File: src/rtl/pixel_transformer_pipe_if.sv
// Pixel, configuration and result signals of pixel_transformer_pipe.
// The master drives pixels and configuration; the slave (the pipeline) drives the results.
interface pixel_transformer_pipe_if #(
  parameter int HWIDTH = 12,
  parameter int VWIDTH = 12,
  parameter int AWIDTH = 15,
  parameter int NLAYER = 4
);
  localparam int LW = (NLAYER > 1) ? $clog2(NLAYER) : 1;

  logic                     in_valid;
  logic [HWIDTH-1:0]        hdata;
  logic [VWIDTH-1:0]        vdata;
  logic                     frame_start;
  logic                     cfg_we;
  logic [LW-1:0]            cfg_layer;
  logic [HWIDTH-1:0]        cfg_hoffset;
  logic [VWIDTH-1:0]        cfg_voffset;
  logic                     cfg_enable;
  logic                     out_valid;
  logic [NLAYER*AWIDTH-1:0] out_addr;
  logic [NLAYER-1:0]        out_hit;
  logic                     out_any;
  logic [LW-1:0]            out_sel;
  logic                     cfg_pending;

  modport master (
    output in_valid, hdata, vdata, frame_start,
    output cfg_we, cfg_layer, cfg_hoffset, cfg_voffset, cfg_enable,
    input  out_valid, out_addr, out_hit, out_any, out_sel, cfg_pending
  );

  modport slave (
    input  in_valid, hdata, vdata, frame_start,
    input  cfg_we, cfg_layer, cfg_hoffset, cfg_voffset, cfg_enable,
    output out_valid, out_addr, out_hit, out_any, out_sel, cfg_pending
  );
endinterface

File: src/rtl/pixel_transformer_pipe.sv
// Multi-layer pixel coordinate transformer: per-layer offset, downscale, bounds test and
// linear address generation in a fixed 3-stage pipeline with frame-synchronous config commit.
module pixel_transformer_pipe #(
  parameter int IWIDTH = 2,
  parameter int HWIDTH = 12,
  parameter int HSIZE  = 640,
  parameter int VWIDTH = 12,
  parameter int VSIZE  = 480,
  parameter int AWIDTH = 15,
  parameter int NLAYER = 4
) (
  input  logic                     clk,
  input  logic                     rst_n,
  pixel_transformer_pipe_if.slave  bus
);
  localparam int          LW   = (NLAYER > 1) ? $clog2(NLAYER) : 1;
  localparam int          HA_W = HWIDTH - IWIDTH;
  localparam int          VA_W = VWIDTH - IWIDTH;
  localparam int unsigned NL   = NLAYER;
  localparam int unsigned HDIV = HSIZE >> IWIDTH;
  localparam int unsigned VDIV = VSIZE >> IWIDTH;

  logic [HWIDTH-1:0] sh_hoff  [NLAYER];
  logic [VWIDTH-1:0] sh_voff  [NLAYER];
  logic [NLAYER-1:0] sh_en;
  logic [HWIDTH-1:0] act_hoff [NLAYER];
  logic [VWIDTH-1:0] act_voff [NLAYER];
  logic [NLAYER-1:0] act_en;
  logic [NLAYER-1:0] layer_wr;

  logic              s1_valid;
  logic [NLAYER-1:0] s1_en;
  logic [HWIDTH-1:0] s1_hs [NLAYER];
  logic [VWIDTH-1:0] s1_vs [NLAYER];

  logic [HA_W-1:0]   ha_c [NLAYER];
  logic [VA_W-1:0]   va_c [NLAYER];
  logic [NLAYER-1:0] hit_c;

  logic              s2_valid;
  logic [HA_W-1:0]   s2_ha [NLAYER];
  logic [VA_W-1:0]   s2_va [NLAYER];
  logic [NLAYER-1:0] s2_hit;

  logic [NLAYER*AWIDTH-1:0] addr_c;
  logic [LW-1:0]            sel_c;
  logic                     sel_found;

  // Out-of-range layer indices match no bit, so such writes are dropped.
  always_comb begin
    layer_wr = '0;
    for (int unsigned i = 0; i < NL; i++)
      layer_wr[i] = bus.cfg_we && (32'(bus.cfg_layer) == i);
  end

  // A write coinciding with frame_start goes straight into the active copy as well.
  always_ff @(posedge clk or negedge rst_n) begin
    if (!rst_n) begin
      for (int unsigned i = 0; i < NL; i++) begin
        sh_hoff[i]  <= '0;
        sh_voff[i]  <= '0;
        act_hoff[i] <= '0;
        act_voff[i] <= '0;
      end
      sh_en  <= '0;
      act_en <= '0;
    end else begin
      for (int unsigned i = 0; i < NL; i++) begin
        if (layer_wr[i]) begin
          sh_hoff[i] <= bus.cfg_hoffset;
          sh_voff[i] <= bus.cfg_voffset;
          sh_en[i]   <= bus.cfg_enable;
        end
        if (bus.frame_start) begin
          act_hoff[i] <= layer_wr[i] ? bus.cfg_hoffset : sh_hoff[i];
          act_voff[i] <= layer_wr[i] ? bus.cfg_voffset : sh_voff[i];
          act_en[i]   <= layer_wr[i] ? bus.cfg_enable  : sh_en[i];
        end
      end
    end
  end

  always_ff @(posedge clk or negedge rst_n) begin
    if (!rst_n)
      bus.cfg_pending <= 1'b0;
    else if (bus.frame_start)
      bus.cfg_pending <= 1'b0;
    else if (bus.cfg_we)
      bus.cfg_pending <= 1'b1;
  end

  // Stage 1: offset add, wrapping modulo the coordinate width.
  always_ff @(posedge clk or negedge rst_n) begin
    if (!rst_n) begin
      s1_valid <= 1'b0;
      s1_en    <= '0;
      for (int unsigned i = 0; i < NL; i++) begin
        s1_hs[i] <= '0;
        s1_vs[i] <= '0;
      end
    end else begin
      s1_valid <= bus.in_valid;
      s1_en    <= act_en;
      for (int unsigned i = 0; i < NL; i++) begin
        s1_hs[i] <= bus.hdata + act_hoff[i];
        s1_vs[i] <= bus.vdata + act_voff[i];
      end
    end
  end

  always_comb begin
    hit_c = '0;
    for (int unsigned i = 0; i < NL; i++) begin
      ha_c[i]  = s1_hs[i][HWIDTH-1:IWIDTH];
      va_c[i]  = s1_vs[i][VWIDTH-1:IWIDTH];
      hit_c[i] = s1_valid && s1_en[i] && (32'(ha_c[i]) < HDIV) && (32'(va_c[i]) < VDIV);
    end
  end

  // Stage 2: downscale and bounds test.
  always_ff @(posedge clk or negedge rst_n) begin
    if (!rst_n) begin
      s2_valid <= 1'b0;
      s2_hit   <= '0;
      for (int unsigned i = 0; i < NL; i++) begin
        s2_ha[i] <= '0;
        s2_va[i] <= '0;
      end
    end else begin
      s2_valid <= s1_valid;
      s2_hit   <= hit_c;
      for (int unsigned i = 0; i < NL; i++) begin
        s2_ha[i] <= ha_c[i];
        s2_va[i] <= va_c[i];
      end
    end
  end

  always_comb begin
    addr_c    = '0;
    sel_c     = '0;
    sel_found = 1'b0;
    for (int unsigned i = 0; i < NL; i++) begin
      if (s2_hit[i])
        addr_c[i*AWIDTH +: AWIDTH] = AWIDTH'(32'(s2_va[i]) * HDIV + 32'(s2_ha[i]));
      if (s2_hit[i] && !sel_found) begin
        sel_c     = LW'(i);
        sel_found = 1'b1;
      end
    end
  end

  // Stage 3: address, hit summary and priority select.
  always_ff @(posedge clk or negedge rst_n) begin
    if (!rst_n) begin
      bus.out_valid <= 1'b0;
      bus.out_addr  <= '0;
      bus.out_hit   <= '0;
      bus.out_any   <= 1'b0;
      bus.out_sel   <= '0;
    end else begin
      bus.out_valid <= s2_valid;
      bus.out_addr  <= addr_c;
      bus.out_hit   <= s2_hit;
      bus.out_any   <= |s2_hit;
      bus.out_sel   <= sel_c;
    end
  end
endmodule

File: src/flat_wrapper.sv
// flat-port wrapper written by rule: the top's interface ports become plain ports
module pixel_transformer_pipe_flat 
#(
  parameter int IWIDTH = 2,
  parameter int HWIDTH = 12,
  parameter int HSIZE  = 640,
  parameter int VWIDTH = 12,
  parameter int VSIZE  = 480,
  parameter int AWIDTH = 15,
  parameter int NLAYER = 4
)
  (clk, rst_n, bus_in_valid, bus_hdata, bus_vdata, bus_frame_start, bus_cfg_we, bus_cfg_layer, bus_cfg_hoffset, bus_cfg_voffset, bus_cfg_enable, bus_out_valid, bus_out_addr, bus_out_hit, bus_out_any, bus_out_sel, bus_cfg_pending);
  pixel_transformer_pipe_if #(.HWIDTH(HWIDTH), .VWIDTH(VWIDTH), .AWIDTH(AWIDTH), .NLAYER(NLAYER)) bus_i ();
  input  logic clk;
  input  logic rst_n;
  input wire logic [$bits(bus_i.in_valid)-1:0] bus_in_valid;
  input wire logic [$bits(bus_i.hdata)-1:0] bus_hdata;
  input wire logic [$bits(bus_i.vdata)-1:0] bus_vdata;
  input wire logic [$bits(bus_i.frame_start)-1:0] bus_frame_start;
  input wire logic [$bits(bus_i.cfg_we)-1:0] bus_cfg_we;
  input wire logic [$bits(bus_i.cfg_layer)-1:0] bus_cfg_layer;
  input wire logic [$bits(bus_i.cfg_hoffset)-1:0] bus_cfg_hoffset;
  input wire logic [$bits(bus_i.cfg_voffset)-1:0] bus_cfg_voffset;
  input wire logic [$bits(bus_i.cfg_enable)-1:0] bus_cfg_enable;
  output wire logic [$bits(bus_i.out_valid)-1:0] bus_out_valid;
  output wire logic [$bits(bus_i.out_addr)-1:0] bus_out_addr;
  output wire logic [$bits(bus_i.out_hit)-1:0] bus_out_hit;
  output wire logic [$bits(bus_i.out_any)-1:0] bus_out_any;
  output wire logic [$bits(bus_i.out_sel)-1:0] bus_out_sel;
  output wire logic [$bits(bus_i.cfg_pending)-1:0] bus_cfg_pending;
  assign bus_i.in_valid = bus_in_valid;
  assign bus_i.hdata = bus_hdata;
  assign bus_i.vdata = bus_vdata;
  assign bus_i.frame_start = bus_frame_start;
  assign bus_i.cfg_we = bus_cfg_we;
  assign bus_i.cfg_layer = bus_cfg_layer;
  assign bus_i.cfg_hoffset = bus_cfg_hoffset;
  assign bus_i.cfg_voffset = bus_cfg_voffset;
  assign bus_i.cfg_enable = bus_cfg_enable;
  assign bus_out_valid = bus_i.out_valid;
  assign bus_out_addr = bus_i.out_addr;
  assign bus_out_hit = bus_i.out_hit;
  assign bus_out_any = bus_i.out_any;
  assign bus_out_sel = bus_i.out_sel;
  assign bus_cfg_pending = bus_i.cfg_pending;
  pixel_transformer_pipe #(.IWIDTH(IWIDTH), .HWIDTH(HWIDTH), .HSIZE(HSIZE), .VWIDTH(VWIDTH), .VSIZE(VSIZE), .AWIDTH(AWIDTH), .NLAYER(NLAYER)) u_core (.clk(clk), .rst_n(rst_n), .bus(bus_i));
endmodule
File: config.mk
export PLATFORM = sky130hd
export DESIGN_NAME = pixel_transformer_pipe_flat
export DESIGN_NICKNAME = d
export VERILOG_FILES = /design/src/rtl/pixel_transformer_pipe_if.sv /design/src/rtl/pixel_transformer_pipe.sv /design/src/flat_wrapper.sv
export SDC_FILE = /design/constraint.sdc
export NUM_CORES = 1
export LEC_CHECK = 0
export CORE_MARGIN = 4
export CORE_UTILIZATION = 45
export CTS_BUF_LIST = sky130_fd_sc_hd__clkbuf_4
export DETAILED_ROUTE_END_ITERATION = 8
export GPL_TIMING_DRIVEN = 0
export HOLD_SLACK_MARGIN = 0.03
export RECOVER_POWER = 100
export REMOVE_ABC_BUFFERS = 1
export SLEW_MARGIN = 20
export SYNTH_ARGS = -nofsm -noshare
export SYNTH_HDL_FRONTEND = slang
export SYNTH_SLANG_ARGS = --single-unit
File: constraint.sdc
create_clock -name clk -period 3.1 [get_ports clk]
set_input_delay 0.62 -clock clk [delete_from_list [all_inputs] [get_ports clk]]
set_output_delay 0.62 -clock clk [all_outputs]
set_load 0.05 [all_outputs]
==> summary.txt, run 1 <==
Floorplanning
  – DIE AREA: 45900 sq um
  – Vert. Die Dim: 214 um
  – I/O pins: 125
  – Row count: 75
  – Chip width: 214 um
  – Core Area: 41900 sq um
  – Starting Density: 45.6%

Clock tree
  – Clock latency on the worst-skew pair: 0.80 ns
  – Clock buffer count from CTS: 111
  – CTS root buf: clkbuf_4
  – CTS tree: built
  – H-tree depth: 3
  – Resize count post-CTS: 0
  – CTS sink count: 439
  – Max Root-Sink Buffers: 3
  – Clock-pin transition on the worst setup and hold timing paths: 0.06 ns

GRT
  – Vias in the first global route: 11800
  – Initial antenna violation count: 5
  – First-pass GRT wire length: 63000 um
  – GRT Util Overall: 17.4%
  – Overflow after GRT: 0
  – Largest net degree at the start of global routing: 104

Timing
  – RSZ-0062 raised after global routing: no
  – Period utilization: 94.7%
  – Hold Fails Final Rpt: 0
  – Setup Skew: 0.0358 ns
  – Fin Setup TNS: 0 ns
  – Worst hold slack: 0.236 ns
  – Min Tclk post-route: 2.94 ns
  – # setup viols final: 0
  – Fin. max-slew vios: 144
  – Max-slew headroom: -22.8%
  – Max Clk Rate: 340 MHz
  – Final WS setup: 0.163 ns
  – Worst Tran Pin Value: 1.84 ns

Route
  – Vias per cell: 5.01
  – ANT nets after route: 0
  – First-pass detailed-route iteration total: 4
  – DRC viols: 0
  – Starting DRC count in detailed routing: 393
  – Total number of vias: 11100
  – DR WL/cell: 17.5 um
  – WL final: 38700 um

Critical path
  – Worst R2R Setup Slack: 0.20 ns
  – Worst Setup Start Kind: input port
  – R2R Path Start: u_core.s2_va[1]$_DFF_PN0_
  – Worst EP required: 3.77 ns
  – Crit. End Element: flop
  – CP Max Fanout: 25
  – Cells on worst reg2reg path: 9
  – RR Endpoint: u_core.bus.out_addr[59]$_DFF_PN0_
  – Arr. time, crit path: 3.60 ns
  – CP Class: in -> reg

Power
  – Total leakage power: 10.3 nW
  – Sw Ratio: 35.9%
  – Switching power total: 7.96 mW
  – Logic pwr share: 40.7%
  – Seq pwr share: 38.0%
  – Total power: 22.2 mW
  – VDD IR-drop max: 0.000420 V
  – Pint: 14.2 mW
  – Clock power share: 21.3%
  – Pwr per Cell Area: 995 nW/um^2

Synthesis
  – Post-synth ARST share: 100%
  – Post-Syn Area: 19100 sq um
  – Mapped Avg Cell Area: 14.0 sq um
  – Distinct cell type count after synthesis: 51
  – Main synth FF type: dfrtp_1
  – EDFF count, synth: 0
  – Ys Warns: 0
  – Syn Inst Count: 1363
  – Sequential-to-total area share from yosys stat: 57.4%
  – Yosys reg bits: 439

Place
  – Post-place setup slack: -0.0318 ns
  – GPL Wtd Cong: 0.768
  – Buffers on Ports: 124
  – Post-DP HPWL: 28000 um

Worst hold path
  – Worst Hold Class: in -> reg
  – Hold path endpoint: u_core.bus.cfg_pending$_DFFE_PN0P_
  – Hold Path Stages: 2
  – Hold_sp: bus_frame_start

Final layout
  – Filler cells: 3642
  – Fraction of layout instances using a drive strength above 1: 21.2%
  – Area grow syn2layout: 16.6%
  – Fin nets: 1800

Job
  – Max-cap violations: 4

Run status
  – Failing checks: capacitance limit, slew limit
  – Outcome: complete, but fails checks
-- Yosys cell counts, types with 4 or more instances --
master	number	area (sq um)
ha_1	152	1900
nor2b_1	5	31.3
nor3b_1	5	37.5
and3_1	12	75.1
nor3_1	10	50.1
fa_1	8	160
o31ai_2	7	87.6
o21bai_2	5	56.3
nand3_1	10	50.1
o21ai_0	52	260
buf_6	4	45.0
nand4_1	14	87.6
xnor2_1	85	744
nor2_1	56	210
o22ai_1	4	25.0
buf_2	4	20.0
mux2_2	197	2220
dfrtp_1	439	11000
a31oi_1	9	56.3
and2_1	40	250
nand2_1	9	33.8
a21oi_1	54	270
a211o_2	4	40.0
clkbuf_1	11	41.3
xor2_1	50	438
o21bai_1	14	105
a21boi_1	5	37.5
nand2b_1	16	100
a2111oi_2	7	105
and4bb_2	4	50.1
a211oi_1	23	173
nor4_1	4	25.0
a21o_1	11	82.6
-- sequential cells by signal (all words and copies together) (netlist names), 40 cells and up --
signal	cells
u_core.bus.out_addr	60
u_core.s2_ha	40
u_core.sh_hoff	48
u_core.s2_va	40
u_core.act_voff	48
u_core.s1_vs	40
u_core.ha_c	40
u_core.act_hoff	48
u_core.sh_voff	48
-- power groups by stage --
stage	logic (mW)	clock network, mW	registers (mW)
6_report	9.03	4.74	8.43
3_5_place_dp	9.20	0	8.55
4_1_cts	9.26	4.97	8.44
5_1_grt	10.3	5.30	8.60
2_1_floorplan	7.31	0	8.09
3_3_place_gp	9.01	0	8.54
-- kinds of logic (layout without fill, tap and decap cells) --
group                    Yosys count  count (layout)  synth area share [%]
AO/OA/AOI/OAI                    206             206                  7.33
XOR/XNOR                         135             135                  6.18
adder cells (fa/ha/maj)          160             160                  10.8
buffers and inverters             28             337                 0.772
flip-flops                       439             439                  57.4
multiplexers                     200             200                  11.8
other                              0               4                     0
AND/OR/NAND/NOR                  195             195                  5.72
-- layout by cell type, fill, tap and decap left out, drive strengths merged, types with 9 or more instances in the layout --
cell type        n
dfrtp          439
mux2           200
clkbuf         169
ha             152
xnor2           85
dlygate4sd3     72
nor2            56
a21oi           55
o21ai           52
clkdlybuf4s50   51
xor2            50
and2            40
clkinv          33
a211oi          24
o21bai          19
nand2b          16
nand4           14
and3            12
nand3           11
a21o            11
nor3            10
nand2            9
a31oi            9
-- metal layers --
metal	vias up	global-route usage, %	wire (um)
met3	59	3.93	1810
met4	2	6.38	742
li1	5411	-	-
met2	205	26.4	17200
met1	5427	24.7	18900
met5	-	0	13
-- critical path, cell delays in order --
cell and delay (ns):
dlygate4sd3_1 0.61, nand3b_1 1.26, mux2_1 0.83, mux2_2 0.27
-- metrics by stage --
stage                     instances  instance area, sq um  util (%)
after CTS                      2211                 22500      53.6
after detailed placement       2009                 21100      50.2
after global routing           2212                 22300      53.2
after floorplan                1339                 19000         -
final                          2215                 22300      53.2
after global placement         2002                 20900      49.8
-- worst max-delay path by stage --
stage,start,endpoint,cells after the start
4_1_cts,u_core.s2_va[1]$_DFF_PN0_,u_core.bus.out_addr[59]$_DFF_PN0_,9
5_1_grt,rst_n,u_core.sh_hoff[37]$_DFF_PN0_,4
2_1_floorplan,u_core.s2_va[21]$_DFF_PN0_,u_core.bus.out_addr[29]$_DFF_PN0_,9
3_3_place_gp,rst_n,u_core.act_hoff[1]$_DFFE_PN0P_,1
3_5_place_dp,bus_vdata[2],u_core.s1_vs[47]$_DFF_PN0_,8
6_report,bus_cfg_we,u_core.act_hoff[29]$_DFFE_PN0P_,4
-- repair_timing --
action                    in CTS  in global routing
hold endpoints to repair      63                  0
buffers inserted               0                  0
hold buffers                   1                  0
-- cell type report --
| cell class | instances | area (sq um) | area share (%) |
|---|---|---|---|
| Sequential cell | 439 | 11000 | 49.2 |
| Multi-Input combinational cell | 896 | 7870 | 35.3 |
| Timing Repair Buffer | 132 | 1340 | 6.02 |
| Clock buffer | 166 | 1250 | 5.59 |
| Tap cell | 539 | 674 | 3.02 |
| Clock inverter | 35 | 165 | 0.740 |
| Inverter | 4 | 15.0 | 0.0673 |
| Antenna cell | 4 | 10.0 | 0.0449 |
No activity file was read; power rests on OpenSTA's default activity.
==> run 2: changes to the inputs <==
==> constraint.sdc (replaced) <==
create_clock -name clk -period 3.4 [get_ports clk]
set_input_delay 0.68 -clock clk [delete_from_list [all_inputs] [get_ports clk]]
set_output_delay 0.68 -clock clk [all_outputs]
set_load 0.05 [all_outputs]
==> summary.txt, run 2 (same netlist as run 1, synthesis figures left out) <==
Route
  – ANT nets after route: 0
  – DRC viols: 0
  – Starting DRC count in detailed routing: 378
  – WL final: 38600 um
  – Total number of vias: 11100
  – First-pass detailed-route iteration total: 4
  – DR WL/cell: 17.4 um
  – Vias per cell: 5.02

Critical path
  – Worst EP required: 4.07 ns
  – Arr. time, crit path: 3.66 ns
  – Crit. End Element: flop
  – Worst Setup Start Kind: input port
  – CP Max Fanout: 25
  – CP Class: in -> reg
  – Worst R2R Setup Slack: 0.47 ns

Timing
  – Hold Fails Final Rpt: 0
  – Max-slew headroom: -22.7%
  – Setup Skew: 0.0358 ns
  – # setup viols final: 0
  – RSZ-0062 raised after global routing: no
  – Min Tclk post-route: 3.00 ns
  – Max Clk Rate: 334 MHz
  – Fin Setup TNS: 0 ns
  – Fin. max-slew vios: 142
  – Period utilization: 88.1%
  – Worst Tran Pin Value: 1.83 ns

Floorplanning
  – Chip width: 214 um
  – Core Area: 41900 sq um
  – Starting Density: 45.6%
  – I/O pins: 125
  – Row count: 75
  – DIE AREA: 45900 sq um
  – Vert. Die Dim: 214 um

Power
  – Seq pwr share: 38.0%
  – Total leakage power: 10.3 nW
  – Switching power total: 7.26 mW
  – Logic pwr share: 40.7%
  – Total power: 20.2 mW
  – VDD IR-drop max: 0.000383 V
  – Pwr per Cell Area: 906 nW/um^2
  – Sw Ratio: 35.9%
  – Clock power share: 21.3%
  – Pint: 13.0 mW

Place
  – Placement Cell Area: 21100 sq um
  – Post-DP HPWL: 28000 um
  – GPL Wtd Cong: 0.768
  – Buffers on Ports: 124

Clock tree
  – Post-CTS Setup Inserts: 0
  – Max Root-Sink Buffers: 3
  – H-tree depth: 3
  – Clock buffer count from CTS: 111
  – CTS root buf: clkbuf_4
  – Clock latency on the worst-skew pair: 0.80 ns
  – Clock-pin transition on the worst setup and hold timing paths: 0.06 ns
  – CTS tree: built
  – CTS sink count: 439

Final layout
  – Utilization after layout: 53.3%
  – Design area: 22300 sq um
  – Fraction of layout instances using a drive strength above 1: 20.8%
  – Largest register by flop count: u_core.bus.out_addr
  – Area grow syn2layout: 16.8%
  – Commonest non-fill, non-tap cell in the layout: dfrtp_1
  – Largest register FFs: 60
  – Fin nets: 1800
  – Most used cells in the layout excluding fill and tap cells: dfrtp_1, clkbuf_4, ha_1

Worst hold path
  – Worst Hold Class: in -> reg

GRT
  – Initial antenna violation count: 5
  – Overflow after GRT: 0
  – Largest net degree at the start of global routing: 104
  – Vias in the first global route: 11800
  – First-pass GRT wire length: 63000 um
  – GRT Util Overall: 17.4%

Run status
  – Failing checks: capacitance limit, slew limit
  – Outcome: complete, but fails checks

Job
  – Max-cap violations: 4
[run 2: changes by cell type in the layout (fill, tap and decap cells not counted), sizes merged]
cell / before / now
clkdlybuf4s50: 51 / 47
dlygate4sd3: 72 / 76
[run 2: layout make-up]
class | count | area, sq um
Antenna cell | 4 | 10.0
Clock buffer | 166 | 1250
Clock inverter | 35 | 165
Fill cell | 3642 | 19600
Inverter | 4 | 15.0
Multi-Input combinational cell | 896 | 7870
Sequential cell | 439 | 11000
Tap cell | 539 | 674
Timing Repair Buffer | 132 | 1380
[run 2: critical path, cell delays in order]
cell and delay, ns:
dlygate4sd3_1 0.61, nand3b_1 1.26, mux2_1 0.83, mux2_2 0.27
[run 2: metal layers]
metal	track usage, %	wire length [um]
met1	24.7	18900
met3	3.93	1790
met2	26.4	17200
met4	6.38	759
met5	0	13
[run 2: path summary, 6_finish.rpt]
check	from	end	cells past startpoint
hold / removal	bus_frame_start	u_core.bus.cfg_pending$_DFFE_PN0P_	2
setup / recovery	bus_cfg_we	u_core.act_hoff[29]$_DFFE_PN0P_	4
min in group asynchronous	rst_n	u_core.bus.out_addr[11]$_DFF_PN0_	2
hold reg to reg	u_core.s1_vs[26]$_DFF_PN0_	u_core.s2_va[20]$_DFF_PN0_	0
setup reg to reg	u_core.s2_va[1]$_DFF_PN0_	u_core.bus.out_addr[59]$_DFF_PN0_	9
max in group asynchronous	rst_n	u_core.sh_hoff[2]$_DFF_PN0_	4
[run 2: power by group through the flow]
stage          registers [mW]  clock network, mW  logic [mW]
6_report                 7.68               4.32        8.24
5_1_grt                  7.84               4.83        9.40
4_1_cts                  7.70               4.53        8.45
3_5_place_dp             7.80                  0        8.39
3_3_place_gp             7.79                  0        8.22
2_1_floorplan            7.38                  0        6.67
[run 2: what timing repair did]
item | CTS | global route
hold endpoints to repair | 63 | 0
hold buffers | 1 | 0
gates resized for setup | 0 | 0
[run 2: metrics by stage]
| stage | std cells | setup WS [ns] | hold WS (ns) |
|---|---|---|---|
| 4_1_cts | 2211 | 0.520 | 0.184 |
| 5_1_grt | 2212 | 0.210 | 0.225 |
| 3_5_place_dp | 2009 | 0.208 | 0.335 |
| 3_3_place_gp | 2002 | -16.92 | 0.332 |
| 6_report | 2215 | 0.403 | 0.298 |
| 2_1_floorplan | 1339 | 0.765 | 0.331 |
==> run 3: changes to the inputs <==
--- a/config.mk
+++ b/config.mk
@@ -11,9 +11,9 @@
 export DETAILED_ROUTE_END_ITERATION = 8
 export GPL_TIMING_DRIVEN = 0
 export HOLD_SLACK_MARGIN = 0.03
+export PLACE_DENSITY = 0.66
 export RECOVER_POWER = 100
 export REMOVE_ABC_BUFFERS = 1
-export SLEW_MARGIN = 20
 export SYNTH_ARGS = -nofsm -noshare
 export SYNTH_HDL_FRONTEND = slang
 export SYNTH_SLANG_ARGS = --single-unit
==> constraint.sdc (replaced) <==
create_clock -name clk -period 2.67 [get_ports clk]
set_input_delay 0.534 -clock clk [delete_from_list [all_inputs] [get_ports clk]]
set_output_delay 0.534 -clock clk [all_outputs]
set_load 0.05 [all_outputs]
==> summary.txt, run 3 (same netlist as run 1, synthesis figures left out) <==
Power
  – Total leakage power: 10.4 nW
  – Seq pwr share: 36.0%
  – Pwr per Cell Area: 1200 nW/um^2
  – Sw Ratio: 36.1%
  – Pint: 17.3 mW
  – Switching power total: 9.80 mW
  – VDD IR-drop max: 0.000637 V
  – Clock power share: 20.3%
  – Logic pwr share: 43.7%

Timing
  – Max Clk Rate: 384 MHz
  – Period utilization: 97.5%
  – Final WS setup: 0.0675 ns
  – # setup viols final: 0
  – Setup Skew: 0.0406 ns
  – Max-slew headroom: 25.3%
  – Hold Fails Final Rpt: 0
  – Fin. max-slew vios: 0
  – Worst Tran Pin Value: 1.12 ns
  – Min Tclk post-route: 2.60 ns

Critical path
  – RR Endpoint: u_core.bus.out_addr[59]$_DFF_PN0_
  – CP cell instances: ha_1, ha_2, fa_2, ha_1, a21oi_2, and4bb_2, and3_1, o21a_1
  – CP Max Fanout: 3
  – Worst Setup Start Kind: flop
  – R2R Path Start: u_core.s2_va[1]$_DFF_PN0_
  – Worst path slowest cell: fa_2
  – Worst Setup SP: u_core.s2_va[1]$_DFF_PN0_
  – Cells on worst reg2reg path: 8
  – Max stage delay on crit path: 0.52 ns
  – Worst EP required: 3.33 ns
  – CP Class: reg -> reg
  – Worst R2R Setup Slack: 0.07 ns
  – Arr. time, crit path: 3.26 ns
  – Crit. End Element: flop
  – Critical path's most frequent cell: ha_1
  – End of the critical path: u_core.bus.out_addr[59]$_DFF_PN0_

GRT
  – Vias in the first global route: 12000
  – Initial antenna violation count: 9
  – GRT Util Overall: 17.4%
  – First-pass GRT wire length: 63700 um
  – Largest net degree at the start of global routing: 91
  – Overflow after GRT: 0

Route
  – WL final: 39600 um
  – Starting DRC count in detailed routing: 565
  – DR WL/cell: 17.8 um
  – Total number of vias: 11300
  – First-pass detailed-route iteration total: 4
  – ANT nets after route: 0
  – DRC viols: 0
  – Vias per cell: 5.11

Run status
  – Outcome: finished clean

Final layout
  – Most used cells in the layout excluding fill and tap cells: dfrtp_1, mux2_2, clkbuf_4
  – Fin nets: 1815
  – Commonest non-fill, non-tap cell in the layout: dfrtp_1
  – Largest register by flop count: u_core.bus.out_addr
  – Filler cells: 3537
  – Seq. cell area: 11000 sq um
  – Fraction of layout instances using a drive strength above 1: 24.4%
  – Multi-input logic area: 8060 sq um
  – Layout Cells excl Fill: 2217
  – Largest register FFs: 60
  – Area grow syn2layout: 18.4%

Place
  – Post-DP HPWL: 28100 um
  – Buffers on Ports: 124
  – Post-place setup slack: -0.369 ns
  – GPL Wtd Cong: 0.784
  – Placed Cells: 2009

Floorplanning
  – DIE AREA: 45900 sq um
  – Row count: 75
  – Chip width: 214 um
  – Core Area: 41900 sq um
  – Starting Density: 45.6%
  – I/O pins: 125
  – Vert. Die Dim: 214 um

Clock tree
  – Clock latency on the worst-skew pair: 0.80 ns
  – CTS tree: built
  – CTS root buf: clkbuf_4
  – CTS sink count: 439
  – Max Root-Sink Buffers: 3
  – Clock buffer count from CTS: 112
  – H-tree depth: 3
  – Clock-pin transition on the worst setup and hold timing paths: 0.06 ns

Worst hold path
  – Hold Path Stages: 2
  – Worst Hold Class: in -> reg

Job
  – Max-cap violations: 0
## run 3: changes by cell type in the layout (fill, tap and decap cells not counted), moves of 5 or more
cell,previous run,this run
mux2_2,150,169
ha_2,0,5
mux2_1,50,31
clkinv_1,27,18
buf_4,0,11
ha_4,0,5
ha_1,152,142
## run 3: power groups by stage
stage	Clock (mW)	Sequential, mW	Combinational, mW
6_report	5.51	9.76	11.9
5_1_grt	6.13	9.95	13.2
4_1_cts	5.75	9.75	11.6
3_5_place_dp	0	9.89	10.7
3_3_place_gp	0	9.88	10.5
2_1_floorplan	0	9.40	8.49
## run 3: timing repair
action / in CTS / in global routing
setup buffers: 10 / 3
endpoints found under the hold margin: 87 / 0
resized for setup: 18 / 15
hold buffers: 1 / 0
endpoints found under the setup margin: 5 / 97
pin swaps: 7 / 15
cloned: 0 / 1
## run 3: worst min-delay path by stage
stage,start,end,slack [ns]
finish,bus_frame_start,u_core.act_voff[45]$_DFFE_PN0P_,0.15
global route,bus_frame_start,u_core.act_voff[45]$_DFFE_PN0P_,0.09
CTS,bus_frame_start,u_core.act_voff[46]$_DFFE_PN0P_,0.05
detailed placement,u_core.ha_c[11]$_DFF_PN0_,u_core.s2_ha[11]$_DFF_PN0_,0.33
global placement,u_core.s1_vs[2]$_DFF_PN0_,u_core.s2_va[0]$_DFF_PN0_,0.33
floorplan,rst_n,u_core.act_en[0]$_DFFE_PN0P_,0.24
## run 3: final cells by class
class / count / share of cell area, %
inverter: 4 / 0.0663
tap: 539 / 2.98
clock buffer: 164 / 5.43
sequential: 439 / 48.5
clock inverter: 25 / 0.668
multi-input combinational: 896 / 35.6
timing repair buffer: 146 / 6.72
antenna: 4 / 0.0442
## run 3: through the flow
stage / hold slack [ns] / power, mW / TNS (ns) / cell area [sq um] / util [%]
6_report: 0.151 / 27.1 / 0 / 22700 / 54.0
5_1_grt: 0.0916 / 29.3 / -0.0905 / 22700 / 54.0
4_1_cts: 0.0537 / 27.1 / 0 / 22600 / 54.0
3_5_place_dp: 0.335 / 20.6 / -41.94 / 21100 / 50.3
3_3_place_gp: 0.332 / 20.4 / -7917.16 / 20900 / 49.8
2_1_floorplan: 0.238 / 17.9 / 0 / 19000 / -
## run 3: per-layer routing
layer / part of all wire (%) / track usage [%] / vias up
li1: - / - / 5426
met1: 47 / 24.0 / 5595
met2: 45 / 26.5 / 223
met3: 4.9 / 4.46 / 86
met4: 2.7 / 6.98 / 4
met5: 0.053 / 0 / -
## run 3: critical path: cells and delay by family, from the launching register on
kind,cells,cell delay (ns)
compound gates,2,0.36
fa+ha+maj,4,1.28
flops,1,0.43
simple gates,2,0.42
